`src/rtl/ctrl_pipe_reg.sv`:
```
// Pipeline register for decoded control bundles: DEPTH stages of {valid, ctrl}
// with stall/flush. Define CTRL_PIPE_PERF_EN to build saturating perf counters.
module ctrl_pipe_reg #(
   parameter int unsigned          WIDTH     = 16,
   parameter int unsigned          DEPTH     = 1,
   parameter logic [WIDTH-1:0]     RESET_VAL = '0,
   parameter logic [WIDTH-1:0]     KILL_MASK = '1,
   localparam int unsigned         OCC_W     = $clog2(DEPTH + 1)
) (
   input  logic              clk,
   input  logic              reset,
   input  logic              in_valid,
   input  logic [WIDTH-1:0]  in_ctrl,
   input  logic              stall,
   input  logic              flush,
   output logic              out_valid,
   output logic [WIDTH-1:0]  out_ctrl,
   output logic [OCC_W-1:0]  occupancy,
   output logic [31:0]       stall_cnt,
   output logic [31:0]       flush_cnt,
   output logic [31:0]       bubble_cnt
);

   generate
      if (DEPTH < 1 || DEPTH > 4) begin : g_bad_depth
         $error("ctrl_pipe_reg: DEPTH must be in 1..4");
      end
      if (WIDTH < 1 || WIDTH > 64) begin : g_bad_width
         $error("ctrl_pipe_reg: WIDTH must be in 1..64");
      end
   endgenerate

   logic [DEPTH-1:0]            v_q, v_d;
   logic [DEPTH-1:0][WIDTH-1:0] c_q, c_d;

   always_comb begin
      v_d = v_q;
      c_d = c_q;
      if (flush) begin
         // Squash: drop valids and clear write-enable bits, keep the rest for debug.
         v_d = '0;
         for (int k = 0; k < DEPTH; k++) c_d[k] = c_q[k] & ~KILL_MASK;
      end else if (!stall) begin
         v_d[0] = in_valid;
         c_d[0] = in_valid ? in_ctrl : RESET_VAL;
         for (int k = 1; k < DEPTH; k++) begin
            v_d[k] = v_q[k-1];
            c_d[k] = c_q[k-1];
         end
      end
   end

   always_ff @(posedge clk or negedge reset) begin
      if (!reset) begin
         v_q <= '0;
         c_q <= {DEPTH{RESET_VAL}};
      end else begin
         v_q <= v_d;
         c_q <= c_d;
      end
   end

   assign out_valid = v_q[DEPTH-1];
   assign out_ctrl  = c_q[DEPTH-1];

   always_comb begin
      occupancy = '0;
      for (int k = 0; k < DEPTH; k++) occupancy = occupancy + OCC_W'(v_q[k]);
   end

`ifdef CTRL_PIPE_PERF_EN
   logic [31:0] stall_cnt_q, stall_cnt_d;
   logic [31:0] flush_cnt_q, flush_cnt_d;
   logic [31:0] bubble_cnt_q, bubble_cnt_d;

   // Saturate at all-ones rather than wrapping.
   assign stall_cnt_d  = (stall && !flush && stall_cnt_q != '1) ? stall_cnt_q + 32'd1 : stall_cnt_q;
   assign flush_cnt_d  = (flush && flush_cnt_q != '1) ? flush_cnt_q + 32'd1 : flush_cnt_q;
   assign bubble_cnt_d = (!stall && !flush && !out_valid && bubble_cnt_q != '1)
                         ? bubble_cnt_q + 32'd1 : bubble_cnt_q;

   always_ff @(posedge clk or negedge reset) begin
      if (!reset) begin
         stall_cnt_q  <= '0;
         flush_cnt_q  <= '0;
         bubble_cnt_q <= '0;
      end else begin
         stall_cnt_q  <= stall_cnt_d;
         flush_cnt_q  <= flush_cnt_d;
         bubble_cnt_q <= bubble_cnt_d;
      end
   end

   assign stall_cnt  = stall_cnt_q;
   assign flush_cnt  = flush_cnt_q;
   assign bubble_cnt = bubble_cnt_q;
`else
   assign stall_cnt  = 32'h0;
   assign flush_cnt  = 32'h0;
   assign bubble_cnt = 32'h0;
`endif

endmodule

```
`config.mk`:
```
export PLATFORM = sky130hd
export DESIGN_NAME = ctrl_pipe_reg
export DESIGN_NICKNAME = d
export VERILOG_FILES = /design/src/rtl/ctrl_pipe_reg.sv
export SDC_FILE = /design/constraint.sdc
export NUM_CORES = 1
export LEC_CHECK = 0
export ABC_AREA = 1
export ABC_CLOCK_PERIOD_IN_PS = 900
export CAP_MARGIN = 20
export CORE_MARGIN = 1.5
export CORE_UTILIZATION = 33
export CTS_CLUSTER_SIZE = 14
export DETAILED_ROUTE_END_ITERATION = 8
export PLACE_DENSITY = 0.82
export REMOVE_ABC_BUFFERS = 1
export SLEW_MARGIN = 20
export SYNTH_ARGS = -nofsm -noshare
export SYNTH_HDL_FRONTEND = slang
export SYNTH_SLANG_ARGS = --single-unit
```
`constraint.sdc`:
```
create_clock -name clk -period 0.9 [get_ports clk]
set_clock_uncertainty 0.15 [all_clocks]
set_input_delay 0.09 -clock clk [delete_from_list [all_inputs] [get_ports clk]]
set_output_delay 0.09 -clock clk [all_outputs]
set_load 0.01 [all_outputs]
```
Yosys cells after proc, flatten, opt, wreduce, memory -nomap -nowiden
Cells that the tools add are included.

Output and inout bits: 114. Bits of input ports: 21. Register bits after elaboration: 17.

Multiplexer cells: 5. Equality and inequality tests: 1.

Operator list (number): two-way mux 16 bit (3); two-way mux 1 bit (2); != test 2 x 1 -> 1 bit (second input constant) (1).

Logic depth before layout (Yosys ltp)
Gate-level depths: netlist of run 1.

Depth after elaboration: 3. Mapped depth: 7. Gate-level depth less buffers: 5.

Worst setup path before layout of run 1
No wires, ideal clock.

Kind: input port to flip-flop. Start: input flush. End: register c_q (netlist bit out_ctrl[0]). Setup time: 116 ps. Cell stages on the path: 7. Slack: 54 ps. Path buffers: 2. Data arrival time: 580 ps. Path through: buf_6 inv_8 nand2_8 inv_8 buf_12 nand2_2 nand2_1.

Cells in the longest elaborated chain, start to end: 1.

Ends and longest elaborated chain: from (decl) (RTL line 15) `input logic flush,`; != test 2 x 1 -> 1 bit (no line) or two-way mux 16 bit (tied branches); to (signal assigned) (RTL line 56) `c_q <= {DEPTH{RESET_VAL}};`; to (decl) (RTL line 34) `logic [DEPTH-1:0][WIDTH-1:0] c_q, c_d;`.

Several ways; a longest one is shown, not always the timed one. A chain may end at the register's enable or synchronous reset.

Worst setup path after layout of run 1
Start: register c_q (netlist bit out_ctrl[4]). End: output out_ctrl[4].

RTL lines: to (decl) (RTL line 17) `output logic [WIDTH-1:0] out_ctrl,`.

No word-level cell between the ends.

==> results.sh, run 1 <==
export IMPL_synth_area_per_cell_sq_um=7.75
export IMPL_clock_latency_ns=0.24
export IMPL_cts_htree_levels=1
export IMPL_hold_class="input port to async pin"
export IMPL_synth_async_reset_ratio_pct=100
export IMPL_synth_simple_gate_area_share_pct=22.5
export IMPL_yosysTopAreaCellShare_pct=45.4
export IMPL_drc_errors=0
export IMPL_p_sw_share_pct=32.5
export IMPL_slew_violations=0
export IMPL_setup_viol=19
export IMPL_cp_data_required_time_ns=0.66
export IMPL_slowest_delay_ns=0.40
export IMPL_crit_family="flip-flops"
export IMPL_antenna_cells=0
export IMPL_ios=135
export IMPL_cts_sinks=17
export IMPL_die_w_um=72.7
export IMPL_fin_setup_tns_ns=-2.17
export IMPL_placed_cells=309
export IMPL_cts_tree="yes"
export IMPL_synth_mux_area_share_pct=0
export IMPL_die_h_um=72.7
export IMPL_fmax_mhz=966
export IMPL_p_per_area_nw_per_um2=1080
export IMPL_clk_pin_slew_ns=0.07
export IMPL_post_synth_xor_area_fraction_pct=0
export IMPL_status="complete, but fails checks"
export IMPL_cap_violations=0
export IMPL_grt_usage_pct=10.8
export IMPL_drt_pass1_iterations=4
export IMPL_cts_buffers=3
export IMPL_gp_congestion=0.722
export IMPL_cp_arrival_ns=0.80
export IMPL_antenna_left=0
export IMPL_synthToLayoutAreaGrowth_pct=18.5
export IMPL_synth_compound_area_share_pct=0
export IMPL_yosysMostFrequentCell="buf_4"
export IMPL_core_area_sq_um=4690
export IMPL_layout_drive_gt1_share_pct=25.9
export IMPL_dr_total_vias=1097
export IMPL_power_mw=2.05
export IMPL_port_buffers=38
export IMPL_grt_pass1_wl_um=4390
export IMPL_fin_cells=320
export IMPL_cp_buffers_inverters=1
export IMPL_drtIter0Drc=37
export IMPL_rows=25
export IMPL_p_int_mw=1.38
export IMPL_synth_area_leaders="buf_4, dfrtp_1, nand2_1"
export IMPL_critPathKind="flop to primary output"
export IMPL_fin_ws_ns=-0.135
export IMPL_period_needed_ns=1.04
export IMPL_violations="setup timing"
export IMPL_pwr_share_seq_pct=40.5
export IMPL_synth_top_family_by_area="buffers and inverters"
export IMPL_end_kind="primary output"
export IMPL_critPathMaxFanout=2
export IMPL_grt_pass1_vias=947
export IMPL_wl_per_cell_um=9.18
export IMPL_fin_nets=288
export IMPL_root_buffer="clkbuf_8"
export IMPL_dieArea_sq_um=5290
export IMPL_peakVddDrop_mv=0.405
export IMPL_finalHoldViolCount=0
export IMPL_wirelength_um=2940
export IMPL_grt_max_degree=18
export IMPL_power_frac_comb_pct=31.3
export IMPL_yosys_area_top_type="buf_4"
export IMPL_finalCritPeriodShare_pct=115
export IMPL_dp_hpwl_um=2160
export IMPL_slowest_stage="dfrtp_1"
export IMPL_clock_path_buffers=2
export IMPL_power_frac_clock_pct=28.2
export IMPL_rsz0062_at_grt="true"
export IMPL_p_switching_uw=664
export IMPL_synth_flop_cell="dfrtp_1"
export IMPL_netlist_area_sq_um=1600
export IMPL_yosys_warnings=0
export IMPL_synth_seq_cells=17
export IMPL_ys_types=12
export IMPL_path_cells="buf_2"
export IMPL_vias_per_cell=3.43
export IMPL_grt_overflow=0
export IMPL_synth_cells=207
export IMPL_yosysSeqAreaShare_pct=26.5
export IMPL_synth_edf_count=0
export IMPL_ys_top_cells_by_count="buf_4, nand2_1, dfrtp_1"
export IMPL_worstSetupStartpointType="flop"
export IMPL_synth_fa_ha_area_share_pct=0
export IMPL_start_util_pct=34.2
export IMPL_cellLeakagePower_nw=1.14
export IMPL_antenna_found_initial=0
path summary, 6_finish.rpt:
path                       slack [ns]  cells past startpoint    startpoint           end
min in group clk                 0.17                      6      in_valid  out_ctrl[10]
min                              0.03                      2         reset   out_ctrl[7]
min reg2reg                      0.33                      2  out_ctrl[10]  out_ctrl[10]
max reg2reg                     -0.10                      4   out_ctrl[4]   out_ctrl[4]
max in group asynchronous        0.44                      2         reset  out_ctrl[11]
max                             -0.14                      1   out_ctrl[4]   out_ctrl[4]
timing repair:
action                                  4_1_cts  5_1_grt
pin swaps                                     3        6
hold buffers                                  0        0
setup buffers                                 4        7
resized for setup                            77       20
cloned                                        1        0
endpoints found under the setup margin       35       30
placed cells by master, fill, tap and decap left out, drive strengths merged:
cell type       n
conb           96
nand2          67
buf            42
clkdlybuf4s50  17
dfrtp          17
nor2           16
clkbuf          5
inv             2
dlygate4sd2     2
nand3b          1
bufbuf          1
layout make-up:
type | instances | area, sq um
Tap cell | 54 | 67.6
Fill cell | 505 | 2790
Clock buffer | 4 | 45.0
Inverter | 2 | 22.5
Timing Repair Buffer | 63 | 597
Sequential cell | 17 | 425
Multi-Input combinational cell | 180 | 743
power groups by stage:
stage	clock network, mW	registers, mW	logic [mW]
5_1_grt	0.643	0.832	0.709
3_5_place_dp	0	0.840	0.614
4_1_cts	0.598	0.824	0.599
6_report	0.576	0.828	0.641
2_1_floorplan	0	0.862	0.266
3_3_place_gp	0	0.839	0.606
logic make-up (layout without fill, tap and decap cells):
group | Yosys count | in the layout
buffers and inverters | 105 | 69
flip-flops | 17 | 17
AND/OR/NAND/NOR | 84 | 84
other | 1 | 96
flip-flops by register name (all words and copies together) (netlist names):
| register | flops |
|---|---|
| out_valid | 1 |
| out_ctrl | 16 |
per-layer routing:
layer,track usage [%],routed length (um),up-vias
met3,2.35,253,2
met2,20.2,1570,70
met4,3.35,11,0
met1,12.1,1100,485
li1,-,-,540
met5,0,0,-
metrics by stage:
stage          hold slack, ns  utilization [%]  area, sq um  setup WS [ns]
2_1_floorplan          -0.356                -         1170         0.0685
3_3_place_gp            0.309             38.4         1800         -0.433
3_5_place_dp            0.303             38.4         1800         -0.465
4_1_cts                0.0378             38.4         1800         -0.149
5_1_grt                0.0410             40.5         1900         -0.163
6_report               0.0290             40.5         1900         -0.135
Power figures use the tool's default switching activity.
==> inputs of run 2 (changes only) <==
--- a/config.mk
+++ b/config.mk
@@ -10,8 +10,10 @@
 export CAP_MARGIN = 20
 export CORE_MARGIN = 1.5
 export CORE_UTILIZATION = 33
+export CTS_BUF_LIST = sky130_fd_sc_hd__clkbuf_4
 export CTS_CLUSTER_SIZE = 14
 export DETAILED_ROUTE_END_ITERATION = 8
+export MAX_ROUTING_LAYER = met4
 export PLACE_DENSITY = 0.82
 export REMOVE_ABC_BUFFERS = 1
 export SLEW_MARGIN = 20
==> results.sh, run 2 (synthesis gave the netlist of run 1 again) <==
export IMPL_grt_usage_pct=11.0
export IMPL_dieArea_sq_um=5290
export IMPL_power_frac_clock_pct=22.8
export IMPL_drc_errors=0
export IMPL_period_needed_ns=1.08
export IMPL_cts_htree_levels=1
export IMPL_cellLeakagePower_nw=1.15
export IMPL_cts_sinks=17
export IMPL_p_sw_share_pct=33.3
export IMPL_worstSetupStartpointType="flop"
export IMPL_placed_cells=309
export IMPL_wirelength_um=2880
export IMPL_clock_latency_ns=0.28
export IMPL_fmax_mhz=924
export IMPL_hold_ws_ns=-0.0125
export IMPL_n_fill_cell=508
export IMPL_antenna_found_initial=0
export IMPL_grt_max_degree=18
export IMPL_p_switching_uw=638
export IMPL_grt_pass1_vias=946
export IMPL_critPathMaxFanout=2
export IMPL_gp_congestion=0.730
export IMPL_end_kind="primary output"
export IMPL_cts_tree="yes"
export IMPL_cp_data_required_time_ns=0.66
export IMPL_drt_pass1_iterations=4
export IMPL_peakVddDrop_mv=0.284
export IMPL_fin_nets=290
export IMPL_finalCritPeriodShare_pct=120
export IMPL_die_w_um=72.7
export IMPL_cp_buffers_inverters=1
export IMPL_layout_cells_most_common="conb_1"
export IMPL_final_cell_mix="conb_1, nand2_1, nand2_2"
export IMPL_cp_arrival_ns=0.84
export IMPL_start_util_pct=34.2
export IMPL_grt_pass1_wl_um=4360
export IMPL_dp_hpwl_um=2160
export IMPL_setup_viol=21
export IMPL_grt_overflow=0
export IMPL_status="complete, but fails checks"
export IMPL_finalHoldViolCount=17
export IMPL_root_buffer="clkbuf_4"
export IMPL_slowest_stage="dfrtp_1"
export IMPL_core_area_sq_um=4690
export IMPL_power_frac_comb_pct=34.0
export IMPL_p_int_mw=1.28
export IMPL_largest_reg_flops=16
export IMPL_slowest_delay_ns=0.41
export IMPL_die_h_um=72.7
export IMPL_layout_drive_gt1_share_pct=27.2
export IMPL_critPathKind="flop to primary output"
export IMPL_clk_pin_slew_ns=0.10
export IMPL_crit_cells=1
export IMPL_wl_per_cell_um=8.93
export IMPL_rsz0062_at_grt="true"
export IMPL_clock_path_buffers=2
export IMPL_rows=25
export IMPL_antenna_cells=0
export IMPL_drtIter0Drc=41
export IMPL_fin_ws_ns=-0.182
export IMPL_place_ws_ns=-0.465
export IMPL_fin_cells=322
export IMPL_slew_violations=0
export IMPL_fin_setup_tns_ns=-3.10
export IMPL_dr_total_vias=1111
export IMPL_reg2regPathDepth=4
export IMPL_final_util_pct=40.7
export IMPL_violations="hold timing, setup timing"
export IMPL_cts_buffers=3
export IMPL_vias_per_cell=3.45
export IMPL_p_per_area_nw_per_um2=1000
export IMPL_hold_class="input port to async pin"
export IMPL_crit_family="flip-flops"
export IMPL_path_cells="buf_2"
export IMPL_cap_violations=0
export IMPL_synthToLayoutAreaGrowth_pct=19.0
export IMPL_ios=135
export IMPL_port_buffers=38
export IMPL_antenna_left=0
export IMPL_pwr_share_seq_pct=43.2
==> run 2: worst paths after layout <==
kind | startpoint | end | slack, ns
max in group asynchronous | reset | out_ctrl[11] | 0.48
min in group clk | stall | out_valid | 0.18
max | out_ctrl[4] | out_ctrl[4] | -0.18
min | reset | out_ctrl[3] | -0.01
min reg2reg | out_ctrl[10] | out_ctrl[10] | 0.34
max reg2reg | out_ctrl[5] | out_ctrl[5] | -0.11
==> run 2: layer usage <==
metal,GRT usage (%),vias up,wire length [um]
met3,2.35,2,260
met5,-,-,0
li1,-,546,-
met1,11.9,493,1060
met4,3.35,0,11
met2,20.2,70,1550
==> run 2: cell type report <==
type	instances	area (sq um)	share of cell area, %
repair buffers	65	616	32.2
clock buffers	4	30.0	1.57
inverters	2	22.5	1.18
well taps	54	67.6	3.54
flip-flops and latches	17	425	22.3
multi-input cells	180	748	39.2
==> run 2: metrics by stage <==
| stage | cell area (sq um) | hold WS (ns) | power (mW) |
|---|---|---|---|
| 6_report | 1910 | -0.0125 | 1.91 |
| 5_1_grt | 1910 | -0.0164 | 2.06 |
| 4_1_cts | 1800 | -0.0166 | 1.90 |
| 3_5_place_dp | 1800 | 0.303 | 1.45 |
| 3_3_place_gp | 1800 | 0.309 | 1.44 |
| 2_1_floorplan | 1170 | -0.356 | 1.13 |
==> run 2: what timing repair did <==
item,4_1_cts,5_1_grt
pin swaps,4,10
cloned,1,0
buffers inserted,6,12
hold endpoints to repair,17,17
setup endpoints to repair,35,26
resized for setup,78,20
==> run 2: power groups by stage <==
stage          clock network (mW)  registers (mW)  logic [mW]
4_1_cts                     0.471           0.823       0.604
5_1_grt                     0.507           0.831       0.720
2_1_floorplan                   0           0.862       0.266
3_5_place_dp                    0           0.840       0.614
6_report                    0.437           0.826       0.650
3_3_place_gp                    0           0.839       0.606
==> inputs of run 3 (changes only) <==
--- a/config.mk
+++ b/config.mk
@@ -7,7 +7,6 @@
 export LEC_CHECK = 0
 export ABC_AREA = 1
 export ABC_CLOCK_PERIOD_IN_PS = 900
-export CAP_MARGIN = 20
 export CORE_MARGIN = 1.5
 export CORE_UTILIZATION = 33
 export CTS_BUF_LIST = sky130_fd_sc_hd__clkbuf_4
==> results of run 3 <==
Same layout as run 2: the final DEF is identical, and so are final timing and power.
